### src/rtl/axi4s_rr_arbiter.sv
`default_nettype none
// ============================================================================
//  Module      : axi4s_rr_arbiter
//  Description : Packet-level round-robin arbiter that shares one AXI4-Stream
//                master port between NUM_SRC slave ports. The grant is held
//                from arbitration until the granted source's tlast beat.
//  Revision    : 1.0 - initial release
// ============================================================================
module axi4s_rr_arbiter #(
  parameter int NUM_SRC      = 4,
  parameter int TDATA_WIDTH  = 32,
  parameter int TUSER_WIDTH  = 4,
  parameter int SRC_ID_WIDTH = 3
) (
  input  logic                              axi4s_aclk,
  input  logic                              axi4s_areset,
  input  logic [NUM_SRC-1:0]                s_axis_tvalid,
  output logic [NUM_SRC-1:0]                s_axis_tready,
  input  logic [NUM_SRC*TDATA_WIDTH-1:0]    s_axis_tdata,
  input  logic [NUM_SRC*(TDATA_WIDTH/8)-1:0] s_axis_tkeep,
  input  logic [NUM_SRC-1:0]                s_axis_tlast,
  input  logic [NUM_SRC*TUSER_WIDTH-1:0]    s_axis_tuser,
  output logic                              m_axis_tvalid,
  input  logic                              m_axis_tready,
  output logic [TDATA_WIDTH-1:0]            m_axis_tdata,
  output logic [TDATA_WIDTH/8-1:0]          m_axis_tkeep,
  output logic                              m_axis_tlast,
  output logic [TUSER_WIDTH-1:0]            m_axis_tuser,
  output logic [SRC_ID_WIDTH-1:0]           m_axis_tid,
  output logic                              grant_valid,
  output logic [SRC_ID_WIDTH-1:0]           grant_id,
  output logic                              pkt_done
);

  localparam int KEEP_WIDTH = TDATA_WIDTH / 8;

  typedef enum logic [0:0] {
    ST_IDLE = 1'b0,
    ST_XFER = 1'b1
  } state_t;

  state_t                  state_q;
  logic [SRC_ID_WIDTH-1:0] grant_id_q;
  logic [SRC_ID_WIDTH-1:0] last_grant_q;
  logic                    pkt_done_q;

  logic                    arb_found;
  logic [SRC_ID_WIDTH-1:0] arb_idx;
  logic                    last_beat;

  // Round-robin search: first requester at last_grant+1, +2, ... modulo NUM_SRC
  always_comb begin
    int cand;
    arb_found = 1'b0;
    arb_idx   = '0;
    cand      = 0;
    for (int k = 1; k <= NUM_SRC; k++) begin
      cand = int'(last_grant_q) + k;
      if (cand >= NUM_SRC) begin
        cand = cand - NUM_SRC;
      end
      if (!arb_found && s_axis_tvalid[cand]) begin
        arb_found = 1'b1;
        arb_idx   = SRC_ID_WIDTH'(cand);
      end
    end
  end

  // Combinational pass-through of the granted source; everything low when idle
  always_comb begin
    m_axis_tvalid = 1'b0;
    m_axis_tdata  = '0;
    m_axis_tkeep  = '0;
    m_axis_tlast  = 1'b0;
    m_axis_tuser  = '0;
    s_axis_tready = '0;
    if (state_q == ST_XFER) begin
      for (int i = 0; i < NUM_SRC; i++) begin
        if (grant_id_q == SRC_ID_WIDTH'(i)) begin
          m_axis_tvalid    = s_axis_tvalid[i];
          m_axis_tdata     = s_axis_tdata[i*TDATA_WIDTH +: TDATA_WIDTH];
          m_axis_tkeep     = s_axis_tkeep[i*KEEP_WIDTH +: KEEP_WIDTH];
          m_axis_tlast     = s_axis_tlast[i];
          m_axis_tuser     = s_axis_tuser[i*TUSER_WIDTH +: TUSER_WIDTH];
          s_axis_tready[i] = m_axis_tready;
        end
      end
    end
  end

  assign last_beat   = m_axis_tvalid & m_axis_tready & m_axis_tlast;
  assign m_axis_tid  = (state_q == ST_XFER) ? grant_id_q : '0;
  assign grant_valid = (state_q == ST_XFER);
  assign grant_id    = grant_id_q;
  assign pkt_done    = pkt_done_q;

  // Grant FSM: lock onto a source at arbitration, release after its tlast beat
  always_ff @(posedge axi4s_aclk) begin
    if (axi4s_areset) begin
      state_q      <= ST_IDLE;
      grant_id_q   <= '0;
      last_grant_q <= SRC_ID_WIDTH'(NUM_SRC - 1);
      pkt_done_q   <= 1'b0;
    end else begin
      pkt_done_q <= 1'b0;
      case (state_q)
        ST_IDLE: begin
          if (arb_found) begin
            grant_id_q <= arb_idx;
            state_q    <= ST_XFER;
          end
        end
        ST_XFER: begin
          if (last_beat) begin
            state_q      <= ST_IDLE;
            last_grant_q <= grant_id_q;
            pkt_done_q   <= 1'b1;
          end
        end
        default: state_q <= ST_IDLE;
      endcase
    end
  end

endmodule
`default_nettype wire

### config.mk
export PLATFORM = sky130hd
export DESIGN_NAME = axi4s_rr_arbiter
export DESIGN_NICKNAME = d
export VERILOG_FILES = /design/src/rtl/axi4s_rr_arbiter.sv
export SDC_FILE = /design/constraint.sdc
export NUM_CORES = 1
export LEC_CHECK = 0
export ABC_AREA = 0
export ABC_CLOCK_PERIOD_IN_PS = 2400
export CAP_MARGIN = 20
export CORE_MARGIN = 5
export CORE_UTILIZATION = 30
export CTS_CLUSTER_SIZE = 30
export DETAILED_ROUTE_END_ITERATION = 8
export PLACE_DENSITY = 0.83
export SYNTH_ARGS = -nofsm -noshare
export SYNTH_HDL_FRONTEND = slang
export SYNTH_SLANG_ARGS = --single-unit
### constraint.sdc
create_clock -name axi4s_aclk -period 2.4 [get_ports axi4s_aclk]
set_clock_uncertainty 0.05 [all_clocks]
set_input_delay 0.48 -clock axi4s_aclk [delete_from_list [all_inputs] [get_ports axi4s_aclk]]
set_output_delay 0.48 -clock axi4s_aclk [all_outputs]
set_load 0.01 [all_outputs]
# Yosys cells after proc, flatten, opt, wreduce, memory -nomap -nowiden
# Cells that the tools add are included.
totals:
  ff_bits: 8
  in_bits: 171
  word_cells: 95
op_classes:
  muxes: 59
  n_reduce_logical: 10
  order_cmp: 8
  n_eq_ne: 3
  addsub: 8
  bitwise_logic: 3
op_table:
  columns: ["op", "n"]
  rows:
  - ["$mux 32", 9]
  - ["$lt 32x4->1 const B", 4]
  - ["$mux 4", 11]
  - ["$mux 1", 29]
  - ["$sub 4x3->5 const B", 4]
  - ["$ge 4x3->1 const B", 4]
  - ["$mux 3", 5]
  - ["$add 3x2->4 const B", 2]
  - ["$bmux 1 s2", 4]
  - ["$eq 3x2->1 const B", 2]
  - ["$add 3x1->4 const B", 1]
  - ["$add 3x3->4 const B", 1]
  - ["$reduce_and 2->1", 2]
  - ["$eq 3x1->1 const B", 1]
  - ["$logic_and 1x1->1", 3]
  - ["$logic_not 1->1", 3]
  - ["$logic_not 3->1", 1]
  - ["$and 1x1->1", 2]
  - ["$pmux 1 s2", 1]
  - ["$reduce_or 2->1", 1]
  - ["$not 1->1", 1]

# Longest topological paths before layout
# Gate-level depths: netlist (run 1).
depth:
  word_depth: 18
  mapped_depth: 8
  ltp_nobuf: 7

# Worst setup path after synthesis (run 1)
# OpenSTA, ideal clock, no wires.
synth_path:
  path_kind: "register to output"
  start: "reg grant_id_q[0] (netlist: grant_id[0])"
  end: "out s_axis_tready[3]"
  required_time_ns: 1.870
  path_slack_ns: 0.219
  t_arrival_ns: 1.651
  path_stages_with_launch: 7
  cell_sequence: "dfxtp_1 -> buf_2 -> buf_2 -> buf_2 -> buf_2 -> inv_1 -> nor3_1"
synth_between:
  elab_chain_cells: 3
synth_rtl:
  columns: ["item", "line_no", "rtl"]
  rows:
  - ["start: declaration", "43", "logic [SRC_ID_WIDTH-1:0] grant_id_q;"]
  - ["start signal: assignment", "109", "grant_id_q <= arb_idx;"]
  - ["$eq 3x2->1", "79", "if (grant_id_q == SRC_ID_WIDTH'(i)) begin"]
  - ["$mux 1", "79", null]
  - ["$mux 4", "77", "if (state_q == ST_XFER) begin"]
  - ["end: declaration", "18", "output logic [NUM_SRC-1:0] s_axis_tready,"]
# No other way between the ends.

# Final worst setup path (run 1)
layout_path:
  start: "reg grant_id_q[0] (netlist: grant_id[0])"
  end: "out m_axis_tkeep[2]"
layout_between:
  elab_chain_cells: 6
  word_cells_on_any_way: 9
  cone_classes: "eq/ne (3); mux (5); reduce/logical (1)"
layout_rtl:
  columns: ["item", "line_no", "rtl"]
  rows:
  - ["$logic_not 3->1", "79", null]
  - ["$mux 4 (3 in a row)", "79", null]
  - ["$mux 4 *", "79", null]
  - ["$mux 4 *", "77", null]
  - ["end: declaration", "26", "output logic [TDATA_WIDTH/8-1:0] m_axis_tkeep,"]
# Mark *: on every way between the ends. The rest lies on a longest branch, timed or not.

==> impl_metrics.yaml, run 1 <==
yosys:
  synth-simple-area-share: 0.0840
  synth_area_leaders: "mux2_2 (23%), mux2i_1 (19%), a21oi_1 (10%)"
  syn_avg_cell_area_um2: 7.77
  synth_area_um2: 2180
  synth_top_family_by_area: "multiplexers"
  synth_edf_count: 0
  seq_area_frac_synth: 0.0736
  synthMuxAreaShare: 0.464
  yosys_warnings: 0
  syn-num-nets: 457
  netlist_top_cells_count: "a21oi_1 (44), mux2_2 (44), mux2i_1 (42), o21ai_0 (42), clkbuf_1 (13)"
  postSynth.asyncResetShare: 0
  yosys.area.top_type_share: 0.228
  yosys.area.top_type: "mux2_2"
  ys_seq_elements: 8
  syn_inst: 280
  synth-compound-area-share: 0.256
  synth-main-ff-cell: "dfxtp_1"
  synth_cell_types: 37
  yosys.area_share.adder: 0.0345
  synth-xor-area-share: 0.0121
detailed_routing:
  drt-initial-drc-count: 70
  ant_nets: 0
  wl_um: 11100
  dr.pass1.iters: 4
  drc: 0
  post_drt_wl_per_cell_um: 18.0
  vias: 3154
  avgViaCountPerCell: 5.12
run:
  maxCapViolCount: 0
clock_network:
  clockBufferDepth: 2
  clock_latency_ps: 230
  cts_tree: "built"
  cts_sinks: 8
  cts_made_buffers: 3
  cts.htree.levels: 1
  cts_root_buffer: "clkbuf_8"
  clkTransAtPathRegs_ps: 40
pwr:
  total_power_mw: 1.63
  p_leak_nw: 2.00
  irDropWorstVdd_uv: 206
  p_per_area_nw_per_um2: 339
  switchingPower_mw: 0.604
  p_sw_frac: 0.370
  clkPwrFrac: 0.102
  intPower_mw: 1.03
  p_seq_frac: 0.101
  comb_power_share: 0.797
global_routing:
  grt.met2_usage: 0.429
  grt_use_met3: 0.0584
  grt_pass1_wl_um: 16200
  grt_busiest_layer: "met2"
  track_usage: 0.225
  grt.overflow.total: 0
  antenna_found_initial: 0
  first_global_vias: 3297
  gr-usage-met1: 0.243
  grt_max_degree: 30
sta:
  fin_ws_ps: 63.9
  fin_crit_sh: 0.973
  setup-tns-final_ps: 0
  slew_viol_final: 0
  min_period_ps: 2340
  tightest_slew_ps: 346
  hold_ws_ps: 605
  hold_viol: 0
  slew_headroom: 0.768
  finalSetupViolations: 0
  fmax_mhz: 428
placement:
  gp_congestion: 0.811
  port_buffers: 224
  pre_cts_ws_ps: -164
  placed_cells: 606
  dpl.hpwl_um: 8910
  placed_area_um2: 4690
critical_path:
  required_ps: 1870
  path_cells: "buf_4 -> clkbuf_16 -> mux2_2 -> o21ai_0 -> a21oi_1 -> dlygate4sd2_1"
  worst_path_max_delay_cell: "dfxtp_4"
  r2r_cells: 7
  worst_ep_arrival_time_ps: 1810
  critPathKind: "reg -> out"
  crit_path_start_kind: "register"
  worst_setup_path_end_kind: "primary output"
  crit_path_max_fanout: 10
  max_stage_delay_ps: 440
floorplan:
  ioPinCount: 225
  rows: 31
  die_w_um: 95.2
  start_util: 0.303
  die_y_um: 95.2
  core-area_um2: 7180
  dieArea_um2: 9060
layout:
  final_cell_area_um2: 4810
  stdcell_count: 616
  register_area_um2: 164
  final_core_util: 0.670
  nFillCells: 572
  drive_gt1_frac: 0.180
  multi_input_area_um2: 1870
  n_antenna_cell: 0
  fin_nets: 695
  area_growth_pct: 121
run_status:
  status: "complete, no violations"
hold_path:
  hp-class: "reg -> reg"
  whs_path_depth: 2
==> power groups by stage <==
stage	Combinational, mW	Sequential, mW	Clock, mW
floorplan	0.589	0.166	0
global placement	1.28	0.169	0
detailed placement	1.31	0.169	0
CTS	1.28	0.167	0.173
global route	1.40	0.168	0.182
finish	1.30	0.165	0.167
==> cell type report <==
| type | count | area share |
|---|---|---|
| clock buffers | 4 | 0.00936 |
| repair buffers | 260 | 0.537 |
| flip-flops and latches | 8 | 0.0341 |
| well taps | 99 | 0.0257 |
| multi-input cells | 238 | 0.388 |
| inverters | 7 | 0.00546 |
==> final timing paths <==
| path | slack, ps | end | from |
|---|---|---|---|
| setup reg to reg | 420 | grant_id[0] | last_grant_q[0] |
| hold reg to reg | 600 | last_grant_q[2] | last_grant_q[2] |
| hold / removal | 600 | last_grant_q[2] | last_grant_q[2] |
| setup / recovery | 60 | m_axis_tkeep[2] | grant_id[0] |
==> state kept, by name (all words and copies together), names as in the netlist <==
signal,count
grant_id,3
last_grant_q,3
grant_valid,1
pkt_done,1
==> metal layers <==
| layer | part of all wire | vias up |
|---|---|---|
| met1 | 0.36 | 1463 |
| met2 | 0.52 | 151 |
| met3 | 0.094 | 18 |
| met5 | 0 | - |
| li1 | - | 1522 |
| met4 | 0.022 | 0 |
==> critical path, delay by kind of cell, from the launching register on <==
family	cells	cell delay, ps
AO/OA/AOI/OAI	2	200
buffers and inverters	3	590
flip-flops	1	440
multiplexers	1	330
==> layout by cell type (no fill, tap or decap), drive strengths merged, types with 2 or more instances in the layout <==
cell type / instances
dlygate4sd2: 37
dlymetal6s2s: 5
a21oi: 44
clkdlybuf4s15: 2
ha: 6
nor2: 11
nand2b: 3
mux2i: 42
mux2: 44
o21a: 2
nand2: 7
a211oi: 2
a31oi: 2
a211o: 2
nor3: 8
nor2b: 3
buf: 35
o22ai: 3
mux4: 4
clkbuf: 5
clkdlybuf4s50: 179
o21ai: 43
xnor2: 3
nand3: 2
inv: 6
dfxtp: 8
==> kinds of logic (layout without fill, tap and decap cells) <==
| group | Yosys count | after routing |
|---|---|---|
| compound gates | 103 | 103 |
| mux | 90 | 90 |
| simple gates | 36 | 36 |
| buf+inv | 34 | 271 |
| flops | 8 | 8 |
| fa+ha+maj | 6 | 6 |
| xor+xnor | 3 | 3 |
==> repair_timing <==
item / CTS / global route
hold endpoints to repair: 0 / 0
cloned: 1 / 1
gates resized for setup: 50 / 10
buffers inserted: 2 / 2
hold buffers: 0 / 0
endpoints found under the setup margin: 44 / 8
Power figures use the tool's default switching activity.
==> inputs of run 2 (changes only) <==
--- a/config.mk
+++ b/config.mk
@@ -12,7 +12,9 @@
 export CORE_UTILIZATION = 30
 export CTS_CLUSTER_SIZE = 30
 export DETAILED_ROUTE_END_ITERATION = 8
+export GPL_ROUTABILITY_DRIVEN = 0
 export PLACE_DENSITY = 0.83
+export SKIP_CTS_REPAIR_TIMING = 1
 export SYNTH_ARGS = -nofsm -noshare
 export SYNTH_HDL_FRONTEND = slang
 export SYNTH_SLANG_ARGS = --single-unit
==> run 2 against run 1 <==
Compared with the run above:
- utilization rose by 2.1 points
- sequential power decreased by 5%
- clock-buffer cell count did not move
- flip-flop and latch count stayed put
- final cell count did not move
- critical path type unchanged
- worst setup slack got worse by 38 ps
- non-clock buffer count unchanged
- power up 2.9%
- clock power hardly changed
==> impl_metrics.yaml, run 2 (synthesized netlist as in run 1, its figures left out) <==
sta:
  slew_viol_final: 0
  fin_crit_sh: 0.989
  rsz0062_at_grt: "true"
  tightest_slew_ps: 345
  finalSetupViolations: 0
  min_period_ps: 2370
  hold_viol: 0
  setup-tns-final_ps: 0
  hold_ws_ps: 609
  fmax_mhz: 421
  fin_ws_ps: 25.7
  slew_headroom: 0.768
detailed_routing:
  avgViaCountPerCell: 5.17
  vias: 3182
  drc: 0
  wl_met1_um: 4210
  drt-initial-drc-count: 51
  ant_nets: 0
  top_layer: "met4"
  post_drt_wl_per_cell_um: 18.3
  wl_um: 11300
  wl_met3_um: 924
  dr.pass1.iters: 5
  wl_met2_um: 5890
placement:
  pre_cts_ws_ps: -164
  dpl.hpwl_um: 8910
  placed_area_um2: 4690
  port_buffers: 224
  placed_cells: 606
critical_path:
  path_cells: "buf_4 -> buf_12 -> mux2_2 -> o21ai_1 -> a21oi_1 -> clkdlybuf4s50_1"
  crit_path_start_kind: "register"
  worst_path_max_delay_cell: "clkdlybuf4s50_1"
  r2r_cells: 9
  worst_setup_path_end_kind: "primary output"
  cp.depth: 6
  max_stage_delay_ps: 490
  cp_top_family: "buffers and inverters"
  crit_buf_inv: 3
  required_ps: 1870
  worst_ep_arrival_time_ps: 1840
  crit_path_max_fanout: 11
  critPathKind: "reg -> out"
layout:
  final_core_util: 0.692
  fin_nets: 695
  final_cell_mix: "clkdlybuf4s50_1 (178), dlymetal6s2s_1 (46), mux2_2 (44), a21oi_1 (44), mux2i_1 (42)"
  final_cell_area_um2: 4960
  layout_commonest_cell: "clkdlybuf4s50_1"
  drive_gt1_frac: 0.176
  stdcell_count: 616
  nFillCells: 537
  n_antenna_cell: 0
  area_growth_pct: 128
global_routing:
  track_usage: 0.221
  first_global_vias: 3251
  grt_max_degree: 30
  antenna_found_initial: 0
  grt.overflow.total: 0
  grt_pass1_wl_um: 15900
clock_network:
  cts_sinks: 8
  cts.htree.levels: 1
  clock_latency_ps: 230
  cts_made_buffers: 3
  cts_root_buffer: "clkbuf_8"
  cts_tree: "built"
  clockBufferDepth: 2
  clkTransAtPathRegs_ps: 40
pwr:
  total_power_mw: 1.68
  p_per_area_nw_per_um2: 338
  p_leak_nw: 2.50
  irDropWorstVdd_uv: 208
run_status:
  status: "complete, no violations"
hold_path:
  whs_path_depth: 2
  hp-class: "reg -> reg"
floorplan:
  ioPinCount: 225
  core-area_um2: 7180
  die_w_um: 95.2
  start_util: 0.303
  die_y_um: 95.2
  dieArea_um2: 9060
  rows: 31
run:
  maxCapViolCount: 0
[run 2: cell types whose count changed in the layout (fill, tap and decap cells not counted), sizes merged]
cell,delta
buf,-1
bufbuf,-1
clkbuf,+1
clkdlybuf4s15,-2
clkdlybuf4s50,-1
dlygate4sd2,-37
dlymetal6s2s,+41
[run 2: tightest hold or removal path, delay by kind of cell, from the launching register on]
kind	cells	cell delay, ps
buffers and inverters	1	160
flip-flops	1	360
AND/OR/NAND/NOR	1	80
[run 2: final cells by class]
cell class | count | area, µm² | area share
timing repair buffer | 260 | 2740 | 0.553
multi-input combinational | 238 | 1860 | 0.375
sequential | 8 | 164 | 0.0330
tap | 99 | 124 | 0.0250
clock buffer | 4 | 45.0 | 0.00907
inverter | 7 | 26.3 | 0.00529
[run 2: routing by layer]
layer,global-route usage,vias to the layer above
met5,0,-
met4,0.0541,0
met3,0.0592,22
met2,0.423,155
met1,0.237,1476
li1,-,1529
[run 2: worst paths after layout]
| path | slack (ps) | from | to |
|---|---|---|---|
| max | 30 | grant_id[0] | m_axis_tdata[5] |
| min | 610 | last_grant_q[2] | last_grant_q[2] |
| max reg2reg | 350 | grant_id[0] | last_grant_q[0] |
| min reg2reg | 610 | last_grant_q[2] | last_grant_q[2] |
[run 2: where the power goes]
group / total [mW] / leakage, nW / internal (mW) / switching (mW)
logic: 1.36 / 2.41 / 0.808 / 0.547
clock network: 0.167 / 0.0228 / 0.115 / 0.0518
registers: 0.157 / 0.0664 / 0.146 / 0.0112
total: 1.68 / 2.50 / 1.07 / 0.610
==> inputs of run 3 (changes only) <==
--- a/config.mk
+++ b/config.mk
@@ -10,6 +10,7 @@
 export CAP_MARGIN = 20
 export CORE_MARGIN = 5
 export CORE_UTILIZATION = 30
+export CTS_BUF_LIST = sky130_fd_sc_hd__clkbuf_8 sky130_fd_sc_hd__clkbuf_16
 export CTS_CLUSTER_SIZE = 30
 export DETAILED_ROUTE_END_ITERATION = 8
 export GPL_ROUTABILITY_DRIVEN = 0
==> run 3 against run 2 <==
Compared with the run above:
- clock-buffer cell count down 1
- clock power about the same
- power down 0.18%
- worst hold slack about the same
- fmax about the same
- critical path depth did not move
- largest cell class unchanged
- highest routed layer unchanged
==> impl_metrics.yaml, run 3 (synthesized netlist as in run 1, its figures left out) <==
run_status:
  status: "complete, no violations"
run:
  maxCapViolCount: 0
detailed_routing:
  wl_um: 11300
  dr.pass1.iters: 5
  drc: 0
  vias: 3180
  drt-initial-drc-count: 51
  avgViaCountPerCell: 5.16
  post_drt_wl_per_cell_um: 18.3
  ant_nets: 0
pwr:
  p_per_area_nw_per_um2: 338
  p_leak_nw: 2.50
  irDropWorstVdd_uv: 206
floorplan:
  die_y_um: 95.2
  dieArea_um2: 9060
  die_w_um: 95.2
  ioPinCount: 225
  rows: 31
  start_util: 0.303
  core-area_um2: 7180
layout:
  drive_gt1_frac: 0.176
  area_growth_pct: 128
  final_cell_mix: "clkdlybuf4s50_1 (178), dlymetal6s2s_1 (46), mux2_2 (44), a21oi_1 (44), mux2i_1 (42)"
  layout_commonest_cell: "clkdlybuf4s50_1"
  final_cell_area_um2: 4960
  n_antenna_cell: 0
  fin_nets: 695
critical_path:
  crit_path_max_fanout: 11
  required_ps: 1870
  r2r_cells: 9
  crit_path_start_kind: "register"
  critPathKind: "reg -> out"
  timing.rr.start: "grant_id[0]"
  r2r-end: "last_grant_q[0]"
  r2r_setup_slack_ps: 350
  worst_setup_path_end_kind: "primary output"
  worst_ep_arrival_time_ps: 1850
global_routing:
  grt.overflow.total: 0
  grt_pass1_wl_um: 15900
  first_global_vias: 3251
  track_usage: 0.221
  grt_max_degree: 30
  antenna_found_initial: 0
sta:
  fin_ws_ps: 23.4
  finalSetupViolations: 0
  fmax_mhz: 421
  slew_viol_final: 0
  slew_headroom: 0.768
  fin_crit_sh: 0.990
  rsz0062_at_grt: "true"
  hold_viol: 0
  min_period_ps: 2380
  tightest_slew_ps: 345
clock_network:
  clock_latency_ps: 230
  clkTransAtPathRegs_ps: 40
  clockBufferDepth: 2
  cts_root_buffer: "clkbuf_8"
  cts.htree.levels: 1
  cts_made_buffers: 3
  cts_tree: "built"
  cts_sinks: 8
hold_path:
  hold_end: "last_grant_q[2]"
  hold_start: "last_grant_q[2]"
  hp-class: "reg -> reg"
  whs_path_depth: 2
placement:
  port_buffers: 224
  pre_cts_ws_ps: -164
  dpl.hpwl_um: 8910
  placed_area_um2: 4690
==> run 3: worst max-delay path by stage <==
stage | start | endpoint | slack, ps | cells after the start
2_1_floorplan | grant_id[0] | s_axis_tready[3] | 220 | 6
3_3_place_gp | s_axis_tlast[1] | m_axis_tlast | -180 | 6
3_5_place_dp | s_axis_tlast[1] | m_axis_tlast | -160 | 6
4_1_cts | s_axis_tlast[1] | m_axis_tlast | -180 | 6
5_1_grt | grant_id[0] | m_axis_tdata[5] | -90 | 6
6_report | grant_id[0] | m_axis_tdata[5] | 20 | 6
==> run 3: where the power goes <==
group          total, mW  internal (mW)  switching, mW  leakage, nW
logic               1.36          0.808          0.547         2.41
registers          0.157          0.146         0.0112       0.0664
clock network      0.164          0.111         0.0534       0.0269
total               1.68           1.07          0.611         2.50
==> run 3: routing by layer <==
layer / GRT usage / vias up / share of wire
met2: 0.423 / 154 / 0.52
met5: 0 / - / 0
met3: 0.0592 / 22 / 0.083
met1: 0.237 / 1474 / 0.37
li1: - / 1530 / -
met4: 0.0541 / 0 / 0.022
==> run 3: critical path, stage by stage (launching register included) <==
cell and delay [ps]:
dfxtp_4 360, buf_4 120, buf_12 130, mux2_2 340, o21ai_1 120, a21oi_1 60
clkdlybuf4s50_1 490
==> run 3: area by class of cell <==
cell class              count  area, µm²
clock buffers               3       41.3
clock inverters             1       3.75
fillers                   537       2210
inverters                   7       26.3
multi-input cells         238       1860
flip-flops and latches      8        164
well taps                  99        124
repair buffers            260       2740
==> run 3: metrics by stage <==
stage / cells / hold WS [ps] / total power [mW] / util / setup TNS (ps)
global route: 616 / 655 / 1.79 / 0.692 / -89.2
global placement: 606 / 564 / 1.45 / 0.653 / -378
detailed placement: 606 / 594 / 1.48 / 0.653 / -604
finish: 616 / 609 / 1.68 / 0.692 / 0
floorplan: 280 / 506 / 0.755 / - / 0
CTS: 610 / 607 / 1.65 / 0.659 / -4680
